[src/rtl/traffic_light_monitor_if.sv]
// Lamp observation and status bus for traffic_light_monitor.
// master: drives the lamps and clear_fault, reads the status (bench or controller side).
// slave : the monitor, which samples the lamps and drives the status outputs.
//   red_light/yellow_light/green_light : lamp levels under observation
//   clear_fault                        : one-cycle pulse, clears fault and fault_code
//   fault/fault_code/fault_count       : sticky flag, first code since clear, saturating total
//   phase/phase_done/last_phase/last_len: tracked phase and the most recently ended phase
//   cycles                             : legal YELLOW->RED transitions, wraps
interface traffic_light_monitor_if #(
  parameter int unsigned CNT_W = 8
) ();

  logic             red_light;
  logic             yellow_light;
  logic             green_light;
  logic             clear_fault;
  logic             fault;
  logic [2:0]       fault_code;
  logic [7:0]       fault_count;
  logic [1:0]       phase;
  logic             phase_done;
  logic [1:0]       last_phase;
  logic [CNT_W-1:0] last_len;
  logic [15:0]      cycles;

  modport master (
    output red_light, yellow_light, green_light, clear_fault,
    input  fault, fault_code, fault_count, phase, phase_done,
    input  last_phase, last_len, cycles
  );

  modport slave (
    input  red_light, yellow_light, green_light, clear_fault,
    output fault, fault_code, fault_count, phase, phase_done,
    output last_phase, last_len, cycles
  );

endinterface

[src/rtl/traffic_light_monitor.sv]
// Passive checker on traffic light lamps. Tracks RED -> GREEN -> YELLOW -> RED,
// flags non-one-hot patterns, illegal transitions and dwell-time violations,
// and reports per-phase lengths and completed-cycle counts.
// Ports:
//   clk   : rising-edge clock
//   reset : asynchronous active-low reset
//   mon   : traffic_light_monitor_if.slave (lamps/clear_fault in, status out)
module traffic_light_monitor #(
  parameter int unsigned GREEN_MIN  = 3,
  parameter int unsigned GREEN_MAX  = 6,
  parameter int unsigned YELLOW_MIN = 2,
  parameter int unsigned YELLOW_MAX = 3,
  parameter int unsigned RED_MIN    = 3,
  parameter int unsigned RED_MAX    = 6,
  parameter int unsigned CNT_W      = 8
) (
  input  logic                   clk,
  input  logic                   reset,
  traffic_light_monitor_if.slave mon
);

  localparam int unsigned CODE_W = 3;
  localparam int unsigned FCNT_W = 8;
  localparam int unsigned CYC_W  = 16;

  localparam logic [CODE_W-1:0] F_NONE    = CODE_W'(0);
  localparam logic [CODE_W-1:0] F_ONEHOT  = CODE_W'(1);
  localparam logic [CODE_W-1:0] F_ILLEGAL = CODE_W'(2);
  localparam logic [CODE_W-1:0] F_SHORT   = CODE_W'(3);
  localparam logic [CODE_W-1:0] F_LONG    = CODE_W'(4);

  localparam logic [CNT_W-1:0]  DWELL_SAT = {CNT_W{1'b1}};
  localparam logic [FCNT_W-1:0] FCNT_SAT  = {FCNT_W{1'b1}};

  typedef enum logic [1:0] {
    ST_IDLE   = 2'd0,
    ST_RED    = 2'd1,
    ST_GREEN  = 2'd2,
    ST_YELLOW = 2'd3
  } state_t;

  // Minimum legal dwell of a phase
  function automatic logic [CNT_W-1:0] min_of(input state_t s);
    logic [CNT_W-1:0] v;
    v = '0;
    case (s)
      ST_RED:    v = CNT_W'(RED_MIN);
      ST_GREEN:  v = CNT_W'(GREEN_MIN);
      ST_YELLOW: v = CNT_W'(YELLOW_MIN);
      default:   v = '0;
    endcase
    return v;
  endfunction

  // Maximum legal dwell of a phase
  function automatic logic [CNT_W-1:0] max_of(input state_t s);
    logic [CNT_W-1:0] v;
    v = DWELL_SAT;
    case (s)
      ST_RED:    v = CNT_W'(RED_MAX);
      ST_GREEN:  v = CNT_W'(GREEN_MAX);
      ST_YELLOW: v = CNT_W'(YELLOW_MAX);
      default:   v = DWELL_SAT;
    endcase
    return v;
  endfunction

  // Legal successor of a phase
  function automatic state_t succ_of(input state_t s);
    state_t v;
    v = ST_IDLE;
    case (s)
      ST_RED:    v = ST_GREEN;
      ST_GREEN:  v = ST_YELLOW;
      ST_YELLOW: v = ST_RED;
      default:   v = ST_IDLE;
    endcase
    return v;
  endfunction

  state_t              state_q, state_d;
  logic [CNT_W-1:0]    dwell_q, dwell_d;
  logic                partial_q, partial_d;
  logic                long_q, long_d;
  logic                fault_q, fault_d;
  logic [CODE_W-1:0]   code_q, code_d;
  logic [FCNT_W-1:0]   fcnt_q, fcnt_d;
  logic                done_q, done_d;
  state_t              last_phase_q, last_phase_d;
  logic [CNT_W-1:0]    last_len_q, last_len_d;
  logic [CYC_W-1:0]    cycles_q, cycles_d;

  logic                onehot_c;
  state_t              obs_c;
  logic [CNT_W-1:0]    dwell_inc_c;
  logic [CODE_W-1:0]   det_c;

  // Lamp decode: exactly one lamp lit, and which phase it names
  always_comb begin
    onehot_c = (mon.red_light ^ mon.yellow_light ^ mon.green_light) &
               ~(mon.red_light & mon.yellow_light & mon.green_light);
    if (mon.red_light)        obs_c = ST_RED;
    else if (mon.green_light) obs_c = ST_GREEN;
    else                      obs_c = ST_YELLOW;
    dwell_inc_c = (dwell_q == DWELL_SAT) ? dwell_q : dwell_q + CNT_W'(1);
  end

  // Phase tracking, fault detection and status next-state
  always_comb begin
    state_d      = state_q;
    dwell_d      = dwell_q;
    partial_d    = partial_q;
    long_d       = long_q;
    fault_d      = fault_q;
    code_d       = code_q;
    fcnt_d       = fcnt_q;
    done_d       = 1'b0;
    last_phase_d = last_phase_q;
    last_len_d   = last_len_q;
    cycles_d     = cycles_q;
    det_c        = F_NONE;

    if (!onehot_c) begin
      det_c     = F_ONEHOT;
      state_d   = ST_IDLE;
      dwell_d   = '0;
      partial_d = 1'b0;
      long_d    = 1'b0;
    end else if (state_q == ST_IDLE) begin
      // Resync: the first phase seen is of unknown age, so skip its MIN check
      state_d   = obs_c;
      dwell_d   = CNT_W'(1);
      partial_d = 1'b1;
      long_d    = 1'b0;
    end else if (obs_c == state_q) begin
      dwell_d = dwell_inc_c;
      if (!long_q && (dwell_inc_c > max_of(state_q))) begin
        det_c  = F_LONG;
        long_d = 1'b1;
      end
    end else begin
      done_d       = 1'b1;
      last_phase_d = state_q;
      last_len_d   = dwell_q;
      // Illegal transition takes precedence over too-short in the same cycle
      if (obs_c != succ_of(state_q)) begin
        det_c = F_ILLEGAL;
      end else if (!partial_q && (dwell_q < min_of(state_q))) begin
        det_c = F_SHORT;
      end
      if ((state_q == ST_YELLOW) && (obs_c == ST_RED)) begin
        cycles_d = cycles_q + CYC_W'(1);
      end
      state_d   = obs_c;
      dwell_d   = CNT_W'(1);
      partial_d = 1'b0;
      long_d    = 1'b0;
    end

    // First fault since clear owns the code; a new fault beats a same-cycle clear
    if (det_c != F_NONE) begin
      fault_d = 1'b1;
      if (!fault_q || mon.clear_fault) begin
        code_d = det_c;
      end
      if (fcnt_q != FCNT_SAT) begin
        fcnt_d = fcnt_q + FCNT_W'(1);
      end
    end else if (mon.clear_fault) begin
      fault_d = 1'b0;
      code_d  = F_NONE;
    end
  end

  // State and output registers
  always_ff @(posedge clk or negedge reset) begin
    if (!reset) begin
      state_q      <= ST_IDLE;
      dwell_q      <= '0;
      partial_q    <= 1'b0;
      long_q       <= 1'b0;
      fault_q      <= 1'b0;
      code_q       <= F_NONE;
      fcnt_q       <= '0;
      done_q       <= 1'b0;
      last_phase_q <= ST_IDLE;
      last_len_q   <= '0;
      cycles_q     <= '0;
    end else begin
      state_q      <= state_d;
      dwell_q      <= dwell_d;
      partial_q    <= partial_d;
      long_q       <= long_d;
      fault_q      <= fault_d;
      code_q       <= code_d;
      fcnt_q       <= fcnt_d;
      done_q       <= done_d;
      last_phase_q <= last_phase_d;
      last_len_q   <= last_len_d;
      cycles_q     <= cycles_d;
    end
  end

  assign mon.fault       = fault_q;
  assign mon.fault_code  = code_q;
  assign mon.fault_count = fcnt_q;
  assign mon.phase       = state_q;
  assign mon.phase_done  = done_q;
  assign mon.last_phase  = last_phase_q;
  assign mon.last_len    = last_len_q;
  assign mon.cycles      = cycles_q;

endmodule

[src/flat_wrapper.sv]
// flat-port wrapper written by rule: the top's interface ports become plain ports
module traffic_light_monitor_flat 
#(
  parameter int unsigned GREEN_MIN  = 3,
  parameter int unsigned GREEN_MAX  = 6,
  parameter int unsigned YELLOW_MIN = 2,
  parameter int unsigned YELLOW_MAX = 3,
  parameter int unsigned RED_MIN    = 3,
  parameter int unsigned RED_MAX    = 6,
  parameter int unsigned CNT_W      = 8
)
  (clk, reset, mon_red_light, mon_yellow_light, mon_green_light, mon_clear_fault, mon_fault, mon_fault_code, mon_fault_count, mon_phase, mon_phase_done, mon_last_phase, mon_last_len, mon_cycles);
  traffic_light_monitor_if #(.CNT_W(CNT_W)) mon_i ();
  input  logic clk;
  input  logic reset;
  input wire logic [$bits(mon_i.red_light)-1:0] mon_red_light;
  input wire logic [$bits(mon_i.yellow_light)-1:0] mon_yellow_light;
  input wire logic [$bits(mon_i.green_light)-1:0] mon_green_light;
  input wire logic [$bits(mon_i.clear_fault)-1:0] mon_clear_fault;
  output wire logic [$bits(mon_i.fault)-1:0] mon_fault;
  output wire logic [$bits(mon_i.fault_code)-1:0] mon_fault_code;
  output wire logic [$bits(mon_i.fault_count)-1:0] mon_fault_count;
  output wire logic [$bits(mon_i.phase)-1:0] mon_phase;
  output wire logic [$bits(mon_i.phase_done)-1:0] mon_phase_done;
  output wire logic [$bits(mon_i.last_phase)-1:0] mon_last_phase;
  output wire logic [$bits(mon_i.last_len)-1:0] mon_last_len;
  output wire logic [$bits(mon_i.cycles)-1:0] mon_cycles;
  assign mon_i.red_light = mon_red_light;
  assign mon_i.yellow_light = mon_yellow_light;
  assign mon_i.green_light = mon_green_light;
  assign mon_i.clear_fault = mon_clear_fault;
  assign mon_fault = mon_i.fault;
  assign mon_fault_code = mon_i.fault_code;
  assign mon_fault_count = mon_i.fault_count;
  assign mon_phase = mon_i.phase;
  assign mon_phase_done = mon_i.phase_done;
  assign mon_last_phase = mon_i.last_phase;
  assign mon_last_len = mon_i.last_len;
  assign mon_cycles = mon_i.cycles;
  traffic_light_monitor #(.GREEN_MIN(GREEN_MIN), .GREEN_MAX(GREEN_MAX), .YELLOW_MIN(YELLOW_MIN), .YELLOW_MAX(YELLOW_MAX), .RED_MIN(RED_MIN), .RED_MAX(RED_MAX), .CNT_W(CNT_W)) u_core (.clk(clk), .reset(reset), .mon(mon_i));
endmodule
[config.mk]
export PLATFORM = sky130hd
export DESIGN_NAME = traffic_light_monitor_flat
export DESIGN_NICKNAME = d
export VERILOG_FILES = /design/src/rtl/traffic_light_monitor_if.sv /design/src/rtl/traffic_light_monitor.sv /design/src/flat_wrapper.sv
export SDC_FILE = /design/constraint.sdc
export NUM_CORES = 1
export LEC_CHECK = 0
export CAP_MARGIN = 0
export CORE_MARGIN = 2
export CORE_UTILIZATION = 56
export DETAILED_ROUTE_END_ITERATION = 10
export PLACE_DENSITY = 0.94
export SETUP_SLACK_MARGIN = 0.5
export SLEW_MARGIN = 10
export SYNTH_ARGS = -nofsm -noshare
export SYNTH_HDL_FRONTEND = slang
export SYNTH_SLANG_ARGS = --single-unit
[constraint.sdc]
create_clock -name clk -period 5.4 [get_ports clk]
set_input_delay 0.54 -clock clk [delete_from_list [all_inputs] [get_ports clk]]
set_output_delay 0.54 -clock clk [all_outputs]
set_load 0.005 [all_outputs]
==> flow_summary.json <==
{
  "status": "complete, no violations",
  "initial_core_util_pct": 57.2,
  "tns_ps": 0,
  "cts_setup_buffers": 0,
  "p_leak_nw": 1.46,
  "p_per_area_nw_per_um2": 307,
  "period_minus_slack_ps": 3590,
  "min-delay-path-class": "primary input to async pin",
  "die-area_um2": 5290,
  "core-area_um2": 4630,
  "path_depth": 11,
  "path_clk_slew_ps": 90,
  "place_inst": 334,
  "yosysUniqueCellTypes": 43,
  "dp_hpwl_um": 4070,
  "hold_ws_ps": 101,
  "slew_headroom_pct": 54.1,
  "synth_edf_count": 0,
  "grt_max_degree": 52,
  "cts_root_buffer": "clkbuf_8",
  "grt_first_pass_wirelength_um": 9110,
  "fmax_mhz": 278,
  "yosysTopAreaCellShare_pct": 48.2,
  "fillerInstances": 355,
  "clock_sinks": 51,
  "ys_ff_latch": 51,
  "drt-total-wl_um": 5530,
  "start_kind": "flop",
  "synth_common_cells": "dfrtp_1, nand2_1, ha_1",
  "synth.net_count": 261,
  "diodes": 0,
  "seq_area_um2": 1280,
  "synth.avg_cell_area_um2": 11.0,
  "crit_path_max_incr_delay_ps": 470,
  "routedWlPerCell_um": 16.1,
  "hold_viol_final": 0,
  "grt_use_total_pct": 22.5,
  "fin_ws_ps": 1810,
  "grt_pass1_vias": 1948,
  "die_y_um": 72.7,
  "min_period_over_period_pct": 66.5,
  "drt-pass1-iter-count": 4,
  "synth_area_leaders": "dfrtp_1, ha_1, mux2_2",
  "vdd_drop_max_mv": 0.259,
  "drive_gt1_share_pct": 13.1,
  "clk_latency_ps": 320,
  "instances_no_fill": 343,
  "hold_buffers": 0,
  "path_buf_inv": 0,
  "port-buffer-count": 46,
  "fin_nets": 309,
  "worst_slew_pin_slew_ps": 669,
  "drv_slew": 0,
  "io_pins": 47,
  "crit_slowest_cell": "a2111o_1",
  "tritoncts": "yes",
  "required_ps": 5600,
  "yosysTopAreaCell": "dfrtp_1",
  "criticalPathCategory": "flop to flop",
  "path_max_fanout": 10,
  "r2r_slack_ps": 1810,
  "htreeDepth": 2,
  "yosysWarnings": 0,
  "vias": 2009,
  "maxCapViolCount": 0,
  "cts.path.max_buffers": 2,
  "drt_iter0_markers": 164,
  "cp_top_family": "compound AO/OA/AOI/OAI gates",
  "rsz0062_at_grt": "false",
  "die_w_um": 72.7,
  "path_cells": "ha_1 -> nand3_2 -> nand2_1 -> mux2_2 -> ha_1 -> nand4_1 -> a2111o_1 -> a2111oi_4 -> a211oi_4 -> nor3_1 -> mux2_2",
  "yosysMostFrequentCell": "dfrtp_1",
  "drc": 0,
  "pre_cts_ws_ps": 1770,
  "std_cell_rows": 25,
  "numCtsBuffers": 5,
  "route.detailed.vias_per_inst": 5.86,
  "end_kind": "flop",
  "ys_seq_area_share_pct": 48.2,
  "syn_inst": 240,
  "ant_nets": 0,
  "worstPathArrival_ps": 3800,
  "synthToLayoutAreaGrowth_pct": 22.5,
  "fin_total_pwr_w": 0.000996,
  "ff2ff_path_depth": 11,
  "ctsResizeCount": 0,
  "antenna_found_initial": 0,
  "synthArstFlopShare_pct": 100,
  "synth_ff_type": "dfrtp_1",
  "netlist_area_um2": 2650,
  "setup_viol": 0,
  "multi_input_area_um2": 1290,
  "gp_congestion": 0.906,
  "grt.overflow.total": 0,
  "skew_ps": 6.65
}
==> registers in the layout, summed over array words and instances (netlist names) <==
name and flops:
u_core.mon.cycles 16, u_core.dwell_q 8, u_core.mon.fault_count 8, u_core.mon.last_len 8, u_core.mon.fault_code 3, u_core.mon.last_phase 2, u_core.mon.phase 2, u_core.long_q 1
u_core.mon.fault 1, u_core.mon.phase_done 1, u_core.partial_q 1
==> through the flow <==
step / instance area, um2 / utilization [%]
after floorplan: 2650 / -
after global placement: 3130 / 67.6
after detailed placement: 3130 / 67.6
after CTS: 3220 / 69.6
after global routing: 3240 / 70.0
final: 3240 / 70.0
==> kinds of logic after synthesis <==
group                    synth area share, %
AND/OR/NAND/NOR                         17.5
multiplexers                            5.91
flip-flops                              48.2
adder cells (fa/ha/maj)                 7.09
XOR/XNOR                                8.89
AO/OA/AOI/OAI                           9.41
buffers and inverters                   2.93
==> metal layers <==
layer | GRT usage, % | vias to the layer above | wire length [um]
met2 | 37.9 | 62 | 2850
met3 | 5.11 | 8 | 300
met5 | 0 | - | 0
met4 | 7.00 | 0 | 61
met1 | 28.9 | 996 | 2320
li1 | - | 943 | -
==> worst paths after layout <==
path	to	startpoint
worst max-delay path	u_core.mon.fault_count[7]$_DFFE_PN0P_	u_core.dwell_q[0]$_DFF_PN0_
worst min-delay path	u_core.mon.last_len[1]$_DFFE_PN0P_	reset
worst max register to register	u_core.mon.fault_count[7]$_DFFE_PN0P_	u_core.dwell_q[0]$_DFF_PN0_
worst min register to register	u_core.mon.cycles[15]$_DFFE_PN0P_	u_core.mon.cycles[15]$_DFFE_PN0P_
max in group asynchronous	u_core.mon.fault_count[0]$_DFFE_PN0P_	reset
min in group clk	u_core.mon.cycles[15]$_DFFE_PN0P_	u_core.mon.cycles[15]$_DFFE_PN0P_
==> cell type report <==
cell class                      instances  share of cell area [%]
Clock inverter                          3                   0.733
Clock buffer                            5                    2.12
Sequential cell                        51                    39.4
Inverter                               10                    1.16
Multi-Input combinational cell        173                    39.9
Tap cell                               54                    2.08
Timing Repair Buffer                   47                    14.7
==> layout by cell type, fill, tap and decap left out, drive strengths merged, types with 9 or more instances in the layout <==
cell and n:
dfrtp 51, xor2 13, nor3 9, ha 15
a21oi 10, nand4 10, mux2 13, clkdlybuf4s50 45
nor2 14, xnor2 13, inv 11, nand2 22
==> report_power, final <==
part / internal (W) / switching (W)
logic: 0.000160 / 0.000115
clock network: 0.0000928 / 0.000135
registers: 0.000435 / 0.0000579
total: 0.000687 / 0.000308
Note: power is estimated with default switching activity, not from simulation.
